--- config.mk ---
export PLATFORM = sky130hd
export DESIGN_NAME = fetch_unit
export DESIGN_NICKNAME = d
export VERILOG_FILES = /design/src/rtl/fetch_unit.sv
export SDC_FILE = /design/constraint.sdc
export NUM_CORES = 1
export LEC_CHECK = 0
export CORE_MARGIN = 2
export CORE_UTILIZATION = 54
export CTS_CLUSTER_SIZE = 28
export DETAILED_ROUTE_END_ITERATION = 7
export PLACE_DENSITY = 0.81
export SLEW_MARGIN = 20
export SYNTH_ARGS = -nofsm -noshare
export SYNTH_HDL_FRONTEND = slang
export SYNTH_SLANG_ARGS = --single-unit
--- constraint.sdc ---
create_clock -name clk -period 3.7 [get_ports clk]
set_clock_uncertainty 0.2 [all_clocks]
set_input_delay 0.74 -clock clk [delete_from_list [all_inputs] [get_ports clk]]
set_output_delay 0.74 -clock clk [all_outputs]
set_load 0.01 [all_outputs]
--- src/rtl/fetch_unit.sv ---
// rtl/fetch_unit.sv - RV32 instruction fetch stage with PC, credit-limited requests and instruction buffer
module fetch_unit #(
    parameter logic [31:0] RESET_PC   = 32'h0000_0000,
    parameter int          FIFO_DEPTH = 2
) (
    input  logic        clk,
    input  logic        rst_n,
    output logic        imem_req_valid,
    input  logic        imem_req_ready,
    output logic [31:0] imem_addr,
    input  logic        imem_resp_valid,
    input  logic [31:0] imem_resp_data,
    input  logic        redirect_valid,
    input  logic [31:0] redirect_pc,
    output logic        instr_valid,
    input  logic        instr_ready,
    output logic [31:0] instr,
    output logic [31:0] instr_pc
);
    localparam int          AW      = $clog2(FIFO_DEPTH);
    localparam int          CW      = $clog2(FIFO_DEPTH + 1);
    localparam logic [CW:0] DEPTH_C = FIFO_DEPTH[CW:0];
    localparam logic [31:0] PC_MASK = 32'hFFFF_FFFC;

    typedef enum logic {RUN, FLUSH} state_t;

    state_t         state;
    logic [31:0]    pc;
    logic [31:0]    fifo_data [FIFO_DEPTH];
    logic [31:0]    fifo_pc   [FIFO_DEPTH];
    logic [31:0]    tag_q     [FIFO_DEPTH];
    logic [AW-1:0]  wr_ptr, rd_ptr, tag_wr, tag_rd;
    logic [CW-1:0]  fifo_count, outstanding, drop_cnt, outstanding_nxt;
    logic [CW:0]    credit_used;
    logic           accept, push, pop;

    // Outstanding requests plus buffered words never exceed the buffer depth,
    // so every response always has a free slot and needs no backpressure.
    assign credit_used     = {1'b0, outstanding} + {1'b0, fifo_count};
    assign imem_req_valid  = rst_n && (state == RUN) && (credit_used < DEPTH_C) && !redirect_valid;
    assign imem_addr       = pc;
    assign accept          = imem_req_valid && imem_req_ready;
    assign instr_valid     = (fifo_count != '0) && (state == RUN);
    assign instr           = fifo_data[rd_ptr];
    assign instr_pc        = fifo_pc[rd_ptr];
    assign pop             = instr_valid && instr_ready;
    assign push            = imem_resp_valid && (state == RUN);
    assign outstanding_nxt = outstanding + CW'(accept) - CW'(imem_resp_valid);

    always_ff @(posedge clk or negedge rst_n) begin
        if (!rst_n) begin
            state       <= RUN;
            pc          <= RESET_PC & PC_MASK;
            wr_ptr      <= '0;
            rd_ptr      <= '0;
            tag_wr      <= '0;
            tag_rd      <= '0;
            fifo_count  <= '0;
            outstanding <= '0;
            drop_cnt    <= '0;
            for (int i = 0; i < FIFO_DEPTH; i++) begin
                fifo_data[i] <= '0;
                fifo_pc[i]   <= '0;
                tag_q[i]     <= '0;
            end
        end else begin
            outstanding <= outstanding_nxt;
            if (redirect_valid) begin
                // Every request still in flight, including one answered this
                // cycle, belongs to the old path and must be discarded.
                pc         <= redirect_pc & PC_MASK;
                wr_ptr     <= '0;
                rd_ptr     <= '0;
                tag_wr     <= '0;
                tag_rd     <= '0;
                fifo_count <= '0;
                drop_cnt   <= outstanding_nxt;
                state      <= (outstanding_nxt != '0) ? FLUSH : RUN;
            end else begin
                if (accept) begin
                    pc            <= pc + 32'd4;
                    tag_q[tag_wr] <= pc;
                    tag_wr        <= tag_wr + 1'b1;
                end
                if (push) begin
                    fifo_data[wr_ptr] <= imem_resp_data;
                    fifo_pc[wr_ptr]   <= tag_q[tag_rd];
                    tag_rd            <= tag_rd + 1'b1;
                    wr_ptr            <= wr_ptr + 1'b1;
                end
                if (pop) begin
                    rd_ptr <= rd_ptr + 1'b1;
                end
                fifo_count <= fifo_count + CW'(push) - CW'(pop);
                if ((state == FLUSH) && imem_resp_valid) begin
                    drop_cnt <= drop_cnt - 1'b1;
                    if (drop_cnt == CW'(1)) begin
                        state <= RUN;
                    end
                end
            end
        end
    end
endmodule

======== Word-level counts from Yosys, hierarchy flattened ========
Index checks and enable logic that the tools add are counted.
storage, ports and cells
  bits of input ports ..................... 70
  bits in registers ....................... 235
cells by class
  $lt $le $gt $ge ......................... 7
  muxes and demuxes ....................... 33
  equality and inequality tests ........... 1
  reduce and logical (&&, ||, !) cells .... 21
  add/subtract/negate cells ............... 11
  bitwise gates (word level) .............. 6
operators by type and width
  kind                                                        number
  2-to-1 mux 32 bit                                           13
  bitwise mux 64 bit                                          3
  demux 32 bit (select 1 bit)                                 2
  adder 32 x 3 -> 32 bit, second input constant               1
  nonzero test 2 bit                                          7
  2-to-1 mux 1 bit                                            12
  logical AND 1 bit                                           10
  greater-or-equal comparator 2 bit, second input constant    4
  inverter 1 -> 2 bit                                         4
  2-to-1 mux 2 bit                                            3
  AND reduction 2 bit                                         3
  adder 1 bit, second input constant                          4
  adder 2 x 1 -> 2 bit                                        2
  less-than comparator 2 x 1 -> 1 bit, second input constant  2
  subtractor 2 x 1 -> 2 bit                                   2
  adder 2 x 2 -> 3 bit                                        1
  less-than comparator 3 x 2 -> 1 bit, second input constant  1
  equality test 2 x 1 -> 1 bit, second input constant         1
  inverter 1 bit                                              2
  subtractor 2 x 1 -> 2 bit, second input constant            1
  logical NOT 1 bit                                           1

======== Longest topological paths before layout ========
Gate-level depths: netlist (run 1).
  word-level depth ........................ 10
  gate-level depth with buffers ........... 13
  gate-level depth less buffers ........... 12

======== Worst setup path after synthesis (run 1) ========
No wires, ideal clock.
  path kind ............................... register to register
  start ................................... reg outstanding[0]
  end ..................................... reg state
  stages on the path, launching flop included .. 14
  period minus slack after synthesis ...... 3390 ps
  data arrival time ....................... 3113 ps
  setup slack ............................. 310 ps
  buffers on the path ..................... 1
  cell sequence ........................... dfrtp_1 -> and2_1 -> fa_1 -> or4b_4 -> nor3b_4 -> inv_2 -> clkbuf_1 -> ha_1 -> inv_1 -> ha_1 -> xnor2_1 -> xnor2_1 -> nor2_1 -> a21oi_1
on the way
  word-level cells in the longest chain between the ends .. 10
RTL lines
  element                              line  RTL
  from (decl)                          33    logic [CW-1:0] fifo_count, outstanding, drop_cnt, outstanding_nxt;
  from (signal assigned)               67    outstanding <= outstanding_nxt;
  adder 2 x 2 -> 3 bit                 39    assign credit_used = {1'b0, outstanding} + {1'b0, fifo_count};
  less-than comparator 3 x 2 -> 1 bit  40    assign imem_req_valid = rst_n && (state == RUN) && (credit_used < DEPTH_C) && !redirect_valid;
  logical AND 1 bit (2 in a row)       40
  logical AND 1 bit                    42    assign accept = imem_req_valid && imem_req_ready;
  adder 2 x 1 -> 2 bit *               48    assign outstanding_nxt = outstanding + CW'(accept) - CW'(imem_resp_valid);
  subtractor 2 x 1 -> 2 bit *          48
  named net outstanding_nxt[1]         33
  nonzero test 2 bit *                 78    state <= (outstanding_nxt != '0) ? FLUSH : RUN;
  2-to-1 mux 1 bit *                   78
  2-to-1 mux 1 bit *                   68    if (redirect_valid) begin
  to (signal assigned)                 78
  to (decl)                            27    state_t state;
Mark *: on every way through the listed nets, which the timed path passes. The rest lies on a longest branch.
A chain may end at the register's enable or synchronous reset.

======== Worst setup path in the final report (run 1) ========
  start ................................... reg fifo_count[0]
  end ..................................... out imem_req_valid
on the way
  word-level cells in the longest chain between the ends .. 4
RTL lines
  element                              line  RTL
  from (decl)                          33
  from (signal assigned)               94    fifo_count <= fifo_count + CW'(push) - CW'(pop);
  adder 2 x 2 -> 3 bit                 39
  less-than comparator 3 x 2 -> 1 bit  40
  logical AND 1 bit (2 in a row)       40
  to (decl)                            8     output logic imem_req_valid,
Every way passes these cells.

==> run_results.csv, run 1 <==
group,metric,value,unit
worst_setup_path,slowest_delay,520,ps
worst_setup_path,worstPathRequired,2760,ps
worst_hold_path,hold_path_class,"primary input to async pin",
timing,period_share,92.80,%
synthesis,ys.warnings.count,0,
final_layout,fin_cells,1239,
drt,dr.pass1.iters,5,
placement,gp_congestion,0.8135,
synthesis,synth_edf_count,0,
global_routing,grt_pass1_vias,7320,
placement,hpwl,14990,um
synthesis,ys_seq_area_share,55.66,%
synthesis,synthMuxAreaShare,23.61,%
drt,drc,0,
timing,timing.fmax,291.2,MHz
timing,grt_setup_unrepaired,"no",
global_routing,grt_first_pass_wirelength,37920,um
status,status,"finished, final reports clean",
drt,post_drt_wl_per_cell,18.81,um
cts,cts.path.max_buffers,3,
die,dieArea,19840,um2
synthesis,synth_top_family_by_area,"multiplexers",
synthesis,synth-simple-area-share,8.769,%
timing,worst_pin_slew,1041,ps
global_routing,grt_max_degree,189,
worst_setup_path,cp_slowest_cell,"or4b_4",
timing,period_minus_slack,3434,ps
final_layout,drive_gt1_share,24.58,%
die,std_cell_rows,50,
synthesis,synthAdderAreaFrac,0.9400,%
cts,tritoncts,"built",
synthesis,synth_seq_cells,225,
die,coreArea,18520,um2
die,die-width,140.9,um
timing,slew_headroom,30.63,%
worst_setup_path,crit_buf_inv,1,
cts,cts.sinks,225,
final_layout,syn2layout_area_growth,26.95,%
worst_setup_path,crit_path_end_kind,"output port",
synthesis,yosysUniqueCellTypes,52,
final_layout,layout.nets,1065,
worst_setup_path,crit_start,"fifo_count[0]$_DFF_PN0_",
worst_setup_path,startpoint_type,"register",
power_and_ir_drop,p_leak,5.574,nW
die,initial_core_util,54.63,%
timing,hold_viol_final,0,
cts,cts-root-buf,"clkbuf_16",
power_and_ir_drop,power,9.484,mW
global_routing,grt_usage,23.66,%
drt,ant_nets,0,
flow_run,max_cap_viol_count,0,
cts,clk_latency,500,ps
timing,finalSetupViolations,0,
die,io_pins,168,
drt,via_per_inst,5.728,
worst_setup_path,path_class,"register to output port",
placement,portBuffers,161,
worst_setup_path,arrival,2490,ps
synthesis,synthXorXnorAreaFrac,1.126,%
global_routing,antenna_found_initial,0,
drt,vias,7097,
timing,tns,0,ps
cts,postCtsSetupBuffers,0,
worst_setup_path,reg2reg_from,"fifo_count[0]$_DFF_PN0_",
power_and_ir_drop,ir_worst_vdd,0.4015,mV
drt,dr.first_iter.drc_count,416,
synthesis,syn_area,10120,um2
cts,cts-htree-levels,1,
cts,path_clk_slew,60,ps
die,die_h,140.9,um
placement,dp_cells,1196,
synthesis,ys.flop_type,"dfrtp_1",
worst_setup_path,critPathMaxFanout,3,
global_routing,overflow,0,
synthesis,syn_avg_cell_area,12.07,um2
timing,maxSlewViolCount,0,
worst_setup_path,crit_chain,"and2_1, fa_1, or4b_4, nor2_1, dlygate4sd2_1",
synthesis,async_reset_ff_share,100.0,%
synthesis,postSynthCellCount,838,
worst_setup_path,cpLargestDelayFamily,"simple AND/OR/NAND/NOR gates",
power_and_ir_drop,pwr_density_cell,738.5,nW/um2
cts,numCtsBuffers,24,
final_layout,n_antenna_cell,0,
cts,cts_resized,1,
cts,cts_hold_buf,0,
synthesis,synth_compound_area_share,7.124,%
drt,routed_wl,23300,um
## layout by cell type, fill, tap and decap left out, types with 8 or more instances in the layout
cell / n
dfrtp_1: 224
mux2_2: 179
clkdlybuf4s50_1: 158
nor2_1: 81
a21oi_1: 63
nand2_1: 40
mux2i_1: 35
o21ai_0: 27
clkbuf_16: 25
nand3_1: 11
nand4_1: 11
inv_1: 10
buf_4: 9
nor4_1: 8
## logic make-up after synthesis
group                    after synthesis
multiplexers                         216
XOR/XNOR                              13
flip-flops                           225
AND/OR/NAND/NOR                      187
buffers and inverters                 67
adder cells (fa/ha/maj)                7
other                                  1
AO/OA/AOI/OAI                        122
## worst paths after layout
kind | end | slack [ps] | cells past startpoint
setup / recovery | imem_req_valid | 270 | 5
hold reg to reg | tag_q[27]$_DFFE_PN0P_ | 280 | 2
min in group clk | tag_q[27]$_DFFE_PN0P_ | 280 | 2
setup reg to reg | drop_cnt[1]$_DFFE_PN0P_ | 440 | 12
hold / removal | fifo_pc[21]$_DFFE_PN0P_ | 110 | 2
max in group asynchronous | fifo_data[18]$_DFFE_PN0P_ | 1890 | 3
## area by class of cell
class / count / area [um2]
fill: 1365 / 5675
sequential: 225 / 5632
multi-input combinational: 549 / 4230
timing repair buffer: 177 / 1818
clock buffer: 34 / 729.5
tap: 234 / 292.8
clock inverter: 9 / 98.84
inverter: 11 / 41.29
## synth_stat cells, drive strengths merged, types with 2 or more instances
cell type  instances  share of area (%)
and3               4               0.25
or3                4               0.25
mux2             181                 20
a21o               3               0.22
nor3b              3               0.33
and2               3               0.19
mux2i             35                3.5
nor3               4               0.20
o211ai             4               0.30
nand3b             2               0.15
nand4             11               0.68
nor2b              5               0.31
xnor2              6               0.52
nor2              82                3.1
a221o              7               0.69
nand3             11               0.54
buf               14               0.75
clkbuf            42                1.6
a21oi             63                3.1
o21ai             27                1.3
a31oi              2               0.12
nor4               8               0.49
xor2               7               0.61
and4               3               0.26
inv               11               0.41
a22oi              4               0.30
dfrtp            225                 56
o311ai             6               0.52
ha                 6               0.74
nand2             41                1.5
## worst reg2reg max path, stage by stage, from the launching register on
cell and delay, ps:
dfrtp_1 400, and2_1 170, fa_1 470, or4b_4 520, nor3b_4 230, inv_2 60
ha_1 270, inv_1 40, ha_1 190, xnor2_1 140, xnor2_1 260, nand2_1 110
o21ai_0 120
## flip-flops by register name, indices dropped and copies added (netlist names)
signal,count
wr_ptr,1
rd_ptr,1
state,1
drop_cnt,2
fifo_pc,60
tag_q,60
tag_wr,1
fifo_data,64
fifo_count,2
tag_rd,1
imem_addr,30
outstanding,2
## routing by layer
layer  up-vias  wire length (um)  GRT usage, %
met3        36              1534         4.246
met2       259             10940         38.07
met4         0               433         6.368
met5         -                 0             0
met1      3531             10400         33.55
li1       3271                 -             -
## report_power, final
group	internal (mW)	switching, mW	total (mW)
logic	1.83	1.27	3.10
registers	3.37	0.563	3.93
clock network	1.51	0.941	2.45
total	6.71	2.78	9.48
## per-stage QoR
stage	worst slack, ps	area [um2]	hold slack, ps	util, %
4_1_cts	258.2	12840	120.8	69.35
3_5_place_dp	526.9	12020	270.5	64.89
2_1_floorplan	309.8	10130	244.4	-
6_report	266.2	12840	108.0	69.35
3_3_place_gp	531.9	12020	260.1	64.89
5_1_grt	156.1	12840	146.5	69.35
No activity file was read; power rests on OpenSTA's default activity.
==> run 2: changes to the inputs <==
--- a/config.mk
+++ b/config.mk
@@ -6,10 +6,10 @@
 export NUM_CORES = 1
 export LEC_CHECK = 0
 export CORE_MARGIN = 2
-export CORE_UTILIZATION = 54
+export CORE_UTILIZATION = 47
 export CTS_CLUSTER_SIZE = 28
 export DETAILED_ROUTE_END_ITERATION = 7
-export PLACE_DENSITY = 0.81
+export PLACE_DENSITY = 0.72
 export SLEW_MARGIN = 20
 export SYNTH_ARGS = -nofsm -noshare
 export SYNTH_HDL_FRONTEND = slang
==> constraint.sdc (replaced) <==
create_clock -name clk -period 4.4 [get_ports clk]
set_clock_uncertainty 0.2 [all_clocks]
set_input_delay 0.88 -clock clk [delete_from_list [all_inputs] [get_ports clk]]
set_output_delay 0.88 -clock clk [all_outputs]
set_load 0.01 [all_outputs]
==> run 2 against run 1 <==
Net effect: worst setup slack better by 330 ps; highest routed layer unchanged; combinational power fell by 16%; non-clock buffer count fell by 5; critical path depth is the same; cell count increased by 3.1%; sequential power shrank 17%; register-to-register slack better by 550 ps; first-iteration DRC count decreased by 31%; hold slack better by 180 ps; core utilization is 8.6 points lower; total power fell by 16%.
==> run_results.csv, run 2 (same netlist as run 1, synthesis figures left out) <==
group,metric,value,unit
status,status,"finished, final reports clean",
placement,place_area,11980,um2
cts,cts.path.max_buffers,3,
worst_setup_path,critPathMaxFanout,3,
cts,clk_latency,530,ps
drt,dr.first_iter.drc_count,285,
worst_setup_path,arrival,2730,ps
worst_hold_path,min_to,"tag_q[10]$_DFFE_PN0P_",
final_layout,drive_gt1_share,23.63,%
timing,worst_pin_slew,912.7,ps
timing,timing.fmax,262.8,MHz
placement,hpwl,14810,um
global_routing,antenna_found_initial,0,
placement,gp_congestion,0.8108,
drt,dr.pass1.iters,5,
timing,period_share,86.48,%
power_and_ir_drop,ir_worst_vdd,0.2703,mV
worst_setup_path,reg2reg_to,"state$_DFFE_PN0P_",
die,std_cell_rows,53,
final_layout,final_cell_mix,"dfrtp_1, mux2_2, clkdlybuf4s50_1",
die,dieArea,22710,um2
timing,hold_slack,283.7,ps
global_routing,grt_first_pass_wirelength,37830,um
final_layout,final_common_cell,"dfrtp_1",
drt,drc,0,
cts,numCtsBuffers,25,
worst_setup_path,reg2reg_from,"fifo_count[0]$_DFF_PN0_",
worst_setup_path,crit_path_end_kind,"output port",
worst_setup_path,path_class,"register to output port",
drt,ant_nets,0,
die,die-width,150.7,um
worst_setup_path,r2r_slack,990,ps
cts,cts_resized,0,
cts,path_clk_slew,60,ps
cts,cts_hold_buf,0,
cts,postCtsSetupBuffers,0,
timing,grt_setup_unrepaired,"no",
flow_run,max_cap_viol_count,0,
global_routing,grt_pass1_vias,7246,
timing,hold_viol_final,0,
drt,via_per_inst,5.542,
die,initial_core_util,47.97,%
drt,routed_wl,23230,um
final_layout,n_antenna_cell,0,
timing,finalSetupViolations,0,
worst_hold_path,worstHoldStart,"tag_q[10]$_DFFE_PN0P_",
timing,slew_headroom,39.15,%
die,die_h,150.7,um
final_layout,largestRegisters,"fifo_data x64, fifo_pc x60, tag_q x60",
global_routing,grt_usage,20.93,%
worst_hold_path,hold_path_class,"register to register",
final_layout,design_area,12810,um2
cts,tritoncts,"built",
final_layout,syn2layout_area_growth,26.64,%
drt,post_drt_wl_per_cell,18.18,um
final_layout,layout.nets,1061,
timing,tns,0,ps
worst_hold_path,worstHoldPathCells,2,
global_routing,overflow,0,
final_layout,largest_register,"fifo_data",
worst_setup_path,worstPathRequired,3320,ps
timing,maxSlewViolCount,0,
final_layout,largest_register_ffs,64,
die,coreArea,21090,um2
worst_setup_path,startpoint_type,"register",
cts,cts.sinks,225,
die,io_pins,168,
final_layout,fill_cells,1708,
worst_setup_path,crit_start,"fifo_count[0]$_DFF_PN0_",
drt,vias,7083,
cts,cts-htree-levels,1,
power_and_ir_drop,pwr_density_cell,621.9,nW/um2
power_and_ir_drop,p_leak,5.523,nW
placement,portBuffers,161,
global_routing,grt_max_degree,170,
worst_setup_path,ff2ff_path_depth,12,
cts,cts-root-buf,"clkbuf_16",
timing,period_minus_slack,3805,ps
[run 2: worst max-delay path by stage]
stage,end
floorplan,state$_DFFE_PN0P_
global placement,state$_DFFE_PN0P_
detailed placement,state$_DFFE_PN0P_
CTS,imem_req_valid
global route,imem_req_valid
finish,imem_req_valid
[run 2: critical path, cell delays in order (launching register included)]
cell             delay, ps
dfrtp_1                400
and2_1                 160
fa_1                   450
or4b_4                 520
nor2_1                 120
clkdlybuf4s50_1        550
[run 2: cell type report]
type / instances / area [um2] / area share [%]
Timing Repair Buffer: 172 / 1732 / 13.52
Inverter: 11 / 41.29 / 0.3223
Clock buffer: 39 / 718.2 / 5.606
Sequential cell: 225 / 5632 / 43.96
Multi-Input combinational cell: 549 / 4230 / 33.02
Clock inverter: 7 / 113.9 / 0.8888
Tap cell: 275 / 344.1 / 2.686
[run 2: stage by stage]
stage	power, mW	utilization [%]	worst slack, ps	instances
finish	7.967	60.75	594.8	1278
global route	8.468	60.75	510.2	1278
CTS	8.056	60.75	576.6	1278
detailed placement	5.910	56.81	913.7	1232
global placement	5.821	56.81	963.7	1232
floorplan	4.716	-	1010	841
[run 2: per-layer routing]
layer | wire length (um) | part of all wire [%] | track usage, % | up-vias
li1 | - | - | - | 3276
met1 | 10850 | 47 | 30.10 | 3553
met2 | 10470 | 45 | 33.07 | 221
met3 | 1533 | 6.6 | 4.030 | 33
met4 | 376 | 1.6 | 4.860 | 0
met5 | 0 | 0 | 0 | -
[run 2: power by group]
part	switching, mW	leakage, nW	total [mW]	internal, mW
logic	1.07	2.27	2.59	1.53
clock network	0.806	0.407	2.10	1.29
registers	0.440	2.85	3.27	2.83
